File: src/rtl/rev_univ_shift_reg.sv
// Universal shift register (hold/shr/shl/load) with per-bit Fredkin mux4 select and a burst sequencer.
// Latency: 1 cycle per manual op; a burst of N shifts occupies N+1 cycles after start, then one DONE cycle.
// Backpressure: none; start/en are sampled only in IDLE and ignored while busy or done. Option: REVSR_ROTATE_EN.

// Controlled-swap (Fredkin) gate used as a 2:1 mux. Only the data line that
// carries the selected input leaves the cell; the swapped line and the control
// copy stay inside as garbage.
module rev_mux2 (
    input  logic c,
    input  logic a,
    input  logic b,
    output logic y
);
    assign y = (~c & a) | (c & b);
endmodule

module rev_univ_shift_reg #(
    parameter int WIDTH = 4,
    parameter int LEN_W = 4
) (
    input  logic             clk,
    input  logic             rst_n,
    input  logic [1:0]       mode,
    input  logic             en,
    input  logic [WIDTH-1:0] d,
    input  logic             sir,
    input  logic             sil,
    input  logic             start,
    input  logic [LEN_W-1:0] len,
    output logic [WIDTH-1:0] q,
    output logic             so_r,
    output logic             so_l,
    output logic             busy,
    output logic             done
);
    typedef enum logic [1:0] {
        IDLE  = 2'd0,
        SHIFT = 2'd1,
        DONE  = 2'd2
    } state_t;

    state_t           state;
    logic [1:0]       lmode;
    logic [LEN_W-1:0] cnt;
    logic [1:0]       sel;
    logic [WIDTH-1:0] q_nxt;
    logic             sr_in;
    logic             sl_in;
    logic             burst_req;

    // Only the two shift modes start a burst; hold/load requests fall through to a manual cycle.
    assign burst_req = start && (mode[0] ^ mode[1]);

`ifdef REVSR_ROTATE_EN
    assign sr_in = q[0];
    assign sl_in = q[WIDTH-1];
`else
    assign sr_in = sir;
    assign sl_in = sil;
`endif

    always_comb begin
        sel = 2'b00;
        case (state)
            IDLE: begin
                if (burst_req)
                    sel = 2'b00;
                else if (en)
                    sel = mode;
            end
            SHIFT:   sel = lmode;
            default: sel = 2'b00;
        endcase
    end

    for (genvar i = 0; i < WIDTH; i++) begin : g_bit
        logic right_src;
        logic left_src;
        logic m_lo;
        logic m_hi;

        if (i == WIDTH - 1) begin : g_msb
            assign right_src = sr_in;
        end else begin : g_mid_r
            assign right_src = q[i+1];
        end

        if (i == 0) begin : g_lsb
            assign left_src = sl_in;
        end else begin : g_mid_l
            assign left_src = q[i-1];
        end

        rev_mux2 u_lo  (.c(sel[0]), .a(q[i]),     .b(right_src), .y(m_lo));
        rev_mux2 u_hi  (.c(sel[0]), .a(left_src), .b(d[i]),      .y(m_hi));
        rev_mux2 u_out (.c(sel[1]), .a(m_lo),     .b(m_hi),      .y(q_nxt[i]));
    end

    always_ff @(posedge clk or negedge rst_n) begin
        if (!rst_n) begin
            q     <= '0;
            cnt   <= '0;
            lmode <= 2'b00;
            state <= IDLE;
        end else begin
            q <= q_nxt;
            case (state)
                IDLE: begin
                    if (burst_req) begin
                        lmode <= mode;
                        cnt   <= len;
                        state <= (len != '0) ? SHIFT : DONE;
                    end
                end
                SHIFT: begin
                    cnt <= cnt - {{(LEN_W-1){1'b0}}, 1'b1};
                    if (cnt == {{(LEN_W-1){1'b0}}, 1'b1})
                        state <= DONE;
                end
                DONE:    state <= IDLE;
                default: state <= IDLE;
            endcase
        end
    end

    assign so_r = q[0];
    assign so_l = q[WIDTH-1];
    assign busy = (state == SHIFT);
    assign done = (state == DONE);
endmodule
File: config.mk
export PLATFORM = sky130hd
export DESIGN_NAME = rev_univ_shift_reg
export DESIGN_NICKNAME = d
export VERILOG_FILES = /design/src/rtl/rev_univ_shift_reg.sv
export SDC_FILE = /design/constraint.sdc
export NUM_CORES = 1
export LEC_CHECK = 0
export BUFFER_PORTS_ARGS = -buffer_cell sky130_fd_sc_hd__buf_2
export CAP_MARGIN = 40
export CORE_AREA = 8 8 48 50
export CTS_CLUSTER_DIAMETER = 50
export DETAILED_ROUTE_END_ITERATION = 7
export DIE_AREA = 0 0 56 58
export PLACE_DENSITY = 0.85
export SETUP_SLACK_MARGIN = 0.02
export SYNTH_ARGS = -nofsm -noshare
export SYNTH_HDL_FRONTEND = slang
export SYNTH_SLANG_ARGS = --single-unit
File: constraint.sdc
create_clock -name clk -period 2.4 [get_ports clk]
set_input_delay 0.24 -clock clk [delete_from_list [all_inputs] [get_ports clk]]
set_output_delay 0.24 -clock clk [all_outputs]
set_load 0.005 [all_outputs]
==> impl_results.html <==
<table>
<tr><th>Metric</th><th>Value</th></tr>
<tr><th colspan="2">Detailed routing</th></tr>
<tr><td>Number of antenna-violating nets in the routed design</td><td>0</td></tr>
<tr><td>First drt pass iteration count</td><td>5</td></tr>
<tr><td>Residual DRC</td><td>0</td></tr>
<tr><td>DRT iter0 DRCs</td><td>13</td></tr>
<tr><td>Vias per cell</td><td>5.91</td></tr>
<tr><td>Final wirelength</td><td>1830 um</td></tr>
<tr><td>Post-DR wirelength/cell</td><td>15.7 um</td></tr>
<tr><td>Total via count after detailed routing</td><td>685</td></tr>
<tr><th colspan="2">Min path</th></tr>
<tr><td>Classification of the worst-slack hold path</td><td>input port to flip-flop</td></tr>
<tr><td>Worst hold path depth</td><td>2</td></tr>
<tr><th colspan="2">Setup path</th></tr>
<tr><td>List of cells traversed by the critical path</td><td>nor3b_4 &gt; a32oi_2 &gt; a21oi_1 &gt; a22oi_1</td></tr>
<tr><td>Critical path arrival</td><td>1690 ps</td></tr>
<tr><td>Sort of element at the end of the critical path</td><td>flip-flop</td></tr>
<tr><td>Largest fanout on the critical path</td><td>8</td></tr>
<tr><td>Critical path start-end classification</td><td>flip-flop to flip-flop</td></tr>
<tr><td>Critical Path RT</td><td>2540 ps</td></tr>
<tr><td>Crit path max-delay cell type</td><td>sky130_fd_sc_hd__dfrtp_1</td></tr>
<tr><td>Maximum single-stage delay on the critical path</td><td>510 ps</td></tr>
<tr><td>Depth of the worst register-to-register path</td><td>4</td></tr>
<tr><td>Element type at the critical path start</td><td>flip-flop</td></tr>
<tr><td>Kind of cell with the highest combined delay on the critical path</td><td>compound AO/OA/AOI/OAI gates</td></tr>
<tr><td>Number of buffers and inverters on the critical path</td><td>0</td></tr>
<tr><td>Stages on the worst setup path</td><td>4</td></tr>
<tr><th colspan="2">Floorplan</th></tr>
<tr><td>Height of the die</td><td>58 um</td></tr>
<tr><td>Placeable core region</td><td>0.00161 mm2</td></tr>
<tr><td>Initial core utilization</td><td>48.1%</td></tr>
<tr><td>Row count</td><td>15</td></tr>
<tr><td>Width of the die</td><td>56 um</td></tr>
<tr><td>Total Die Area</td><td>0.00325 mm2</td></tr>
<tr><td>Number of ports placed on the die boundary</td><td>24</td></tr>
<tr><th colspan="2">Timing</th></tr>
<tr><td>Hold Vio Cnt, Final</td><td>0</td></tr>
<tr><td>Setup Total Neg Slack</td><td>0 ps</td></tr>
<tr><td>Clock Skew</td><td>4.36 ps</td></tr>
<tr><td>Count of final setup violators</td><td>0</td></tr>
<tr><td>Highest Clock Rate</td><td>644 MHz</td></tr>
<tr><td>Minimum clock period</td><td>1550 ps</td></tr>
<tr><td>RSZ-0062 raised after global routing</td><td>false</td></tr>
<tr><td>Least-Margin Pin Slew</td><td>489 ps</td></tr>
<tr><td>Headroom to the max-slew limit</td><td>67.1%</td></tr>
<tr><td>Number of pins with negative max-slew slack in the final report</td><td>0</td></tr>
<tr><td>Period utilization</td><td>64.7%</td></tr>
<tr><th colspan="2">Power</th></tr>
<tr><td>Areal power density over the cells</td><td>1250 mW/mm2</td></tr>
<tr><td>Reported net switching power</td><td>0.484 mW</td></tr>
<tr><td>Largest vdd supply drop</td><td>0.531 mV</td></tr>
<tr><td>Combinational share of power</td><td>50.1%</td></tr>
<tr><td>Leakage</td><td>0.436 nW</td></tr>
<tr><td>Internal power summed over all cells</td><td>0.674 mW</td></tr>
<tr><td>Clk network pwr share</td><td>14.1%</td></tr>
<tr><td>Power share of the sequential group</td><td>35.8%</td></tr>
<tr><td>Switching power as a share of total power</td><td>41.8%</td></tr>
<tr><th colspan="2">Global routing</th></tr>
<tr><td>Via count of the first global-routing pass</td><td>695</td></tr>
<tr><td>Aggregate global-route resource usage</td><td>11.1%</td></tr>
<tr><td>First-pass GRT wire length</td><td>2970 um</td></tr>
<tr><td>Initial antenna violation count</td><td>0</td></tr>
<tr><td>Maximum number of pins on one net before global-route repair</td><td>13</td></tr>
<tr><td>Total overflow reported by the global router</td><td>0</td></tr>
<tr><th colspan="2">Logic synthesis</th></tr>
<tr><td>Per-instance average area after synthesis</td><td>10.3 um2</td></tr>
<tr><td>Most frequent cell after synthesis</td><td>sky130_fd_sc_hd__dfrtp_1</td></tr>
<tr><td>Sequential area share after synthesis</td><td>38.7%</td></tr>
<tr><td>Synthesized Nets</td><td>93</td></tr>
<tr><td>Top area cells in the synthesized netlist</td><td>sky130_fd_sc_hd__dfrtp_1 39%, sky130_fd_sc_hd__mux2i_1 5.2%, sky130_fd_sc_hd__a32oi_2 4.2%</td></tr>
<tr><td>Number of flops mapped to enable cells by yosys</td><td>0</td></tr>
<tr><td>Number of different library cells in the post-synthesis netlist</td><td>31</td></tr>
<tr><td>Top flip-flop cell by instance count after synthesis</td><td>sky130_fd_sc_hd__dfrtp_1</td></tr>
<tr><td>Post-Synthesis Cells</td><td>75</td></tr>
<tr><td>Top cell type's share of synthesized area</td><td>38.7%</td></tr>
<tr><td>Synth top cells by count</td><td>12 x sky130_fd_sc_hd__dfrtp_1, 6 x sky130_fd_sc_hd__a21oi_1, 6 x sky130_fd_sc_hd__nand2_1</td></tr>
<tr><td>Syn. warnings</td><td>0</td></tr>
<tr><td>Proportion of synthesized flip-flops having asynchronous set or reset</td><td>100%</td></tr>
<tr><td>Post-synth design cell area</td><td>776 um2</td></tr>
<tr><td>Library cell with the largest summed area after synthesis</td><td>sky130_fd_sc_hd__dfrtp_1</td></tr>
<tr><td>#FFs+latches synth</td><td>12</td></tr>
<tr><th colspan="2">Final layout</th></tr>
<tr><td>Area of combinational cells with multiple inputs</td><td>425 um2</td></tr>
<tr><td>Share of layout cells above drive strength 1</td><td>35.4%</td></tr>
<tr><td>Sequential Area</td><td>300 um2</td></tr>
<tr><td>Number of antenna diodes</td><td>0</td></tr>
<tr><td>Final-layout fill cell count</td><td>138</td></tr>
<tr><td>Area growth, synth to finish</td><td>19.7%</td></tr>
<tr><td>Final core occ</td><td>57.5%</td></tr>
<tr><td>Final Net Count</td><td>118</td></tr>
<tr><th colspan="2">Clock network</th></tr>
<tr><td>Root Driver</td><td>sky130_fd_sc_hd__clkbuf_4</td></tr>
<tr><td>Number of H-tree levels</td><td>1</td></tr>
<tr><td>Clock slew seen by the registers of the worst setup and hold paths</td><td>70 ps</td></tr>
<tr><td>Cts-stage hold buffer count</td><td>1</td></tr>
<tr><td>Insertion delay to the later sink of the worst-skew pair</td><td>270 ps</td></tr>
<tr><td>Number of buffers on the longest clock path</td><td>2</td></tr>
<tr><td>Post-CTS setup buffers</td><td>0</td></tr>
<tr><td>Post-cts sizing count</td><td>0</td></tr>
<tr><td>Clk sinks</td><td>12</td></tr>
<tr><td>TritonCTS clock tree</td><td>done</td></tr>
<tr><td>Clock buffer count from CTS</td><td>3</td></tr>
<tr><th colspan="2">Place</th></tr>
<tr><td>Half-perimeter wire length after placement</td><td>1430 um</td></tr>
<tr><td>PortBufs</td><td>23</td></tr>
<tr><td>Final weighted congestion in routability-driven placement</td><td>0.846</td></tr>
<tr><th colspan="2">Flow run</th></tr>
<tr><td>Total of max-cap violations</td><td>0</td></tr>
<tr><th colspan="2">Status</th></tr>
<tr><td>Outcome</td><td>complete, no violations</td></tr>
</table>
placed cells by master, fill, tap and decap left out, types with 2 or more instances in the layout:
cell / instances
sky130_fd_sc_hd__a21oi_1: 6
sky130_fd_sc_hd__a22oi_1: 4
sky130_fd_sc_hd__a32oi_2: 2
sky130_fd_sc_hd__buf_2: 23
sky130_fd_sc_hd__clkbuf_4: 3
sky130_fd_sc_hd__dfrtp_1: 12
sky130_fd_sc_hd__ha_1: 2
sky130_fd_sc_hd__inv_1: 3
sky130_fd_sc_hd__mux2i_1: 4
sky130_fd_sc_hd__nand2_1: 6
sky130_fd_sc_hd__nand2b_1: 5
sky130_fd_sc_hd__nor2_1: 5
sky130_fd_sc_hd__o21ai_1: 2
sky130_fd_sc_hd__xor2_1: 2
layer usage:
layer  routed length, um  GRT usage [%]
met1                 719           11.5
met2                 951           19.0
met3                 108           3.49
met4                  46           7.22
met5                   0              0
cell families after synthesis:
logic type	share of synthesized area (%)
and+or+nand+nor	21.6
DFF	38.7
adders and majority gates	3.23
xor gates and xnor gates	2.26
buffers and inverters	6.45
AOI/OAI and AO/OA	20.6
muxes	7.10
layout make-up:
type / instances / share of cell area, %
Multi-Input combinational cell: 55 / 45.8
Sequential cell: 12 / 32.3
Timing Repair Buffer: 24 / 13.5
Clock buffer: 4 / 3.91
Tap cell: 17 / 2.29
Inverter: 4 / 2.16
per-stage QoR:
| stage | hold slack (ps) | total power [mW] | worst slack (ps) | instances | area, um2 |
|---|---|---|---|---|---|
| after floorplan | -55.6 | 0.862 | 1050 | 75 | 776 |
| after global placement | 134 | 0.965 | 958 | 111 | 882 |
| after detailed placement | 134 | 0.997 | 870 | 111 | 882 |
| after CTS | 222 | 1.16 | 857 | 116 | 928 |
| after global routing | 202 | 1.25 | 770 | 116 | 928 |
| final | 225 | 1.16 | 847 | 116 | 928 |
power groups by stage:
stage | combinational (mW) | clock [mW] | sequential [mW]
2_1_floorplan | 0.468 | 0 | 0.394
3_3_place_gp | 0.557 | 0 | 0.408
3_5_place_dp | 0.579 | 0 | 0.417
4_1_cts | 0.584 | 0.166 | 0.413
5_1_grt | 0.644 | 0.182 | 0.429
6_report | 0.580 | 0.163 | 0.414
worst paths after layout:
| kind | from | endpoint | slack (ps) |
|---|---|---|---|
| hold / removal | mode[1] | lmode[0]$_DFFE_PN0P_ | 220 |
| setup / recovery | state[0]$_DFFE_PN0P_ | flip-flop | 850 |
| max in group asynchronous | rst_n | asynchronous set/reset pin | 1810 |
| min in group asynchronous | rst_n | cnt[0]$_DFFE_PN0P_ | 370 |
| hold reg to reg | lmode[1]$_DFFE_PN0P_ | lmode[1]$_DFFE_PN0P_ | 550 |
| setup reg to reg | state[0]$_DFFE_PN0P_ | flip-flop | 850 |
worst reg2reg max path, delay by kind of cell (launching register included):
kind | cells | cell delay (ps)
compound gates | 3 | 580
flops | 1 | 510
simple gates | 1 | 340
(Power assumes the default switching activity.)
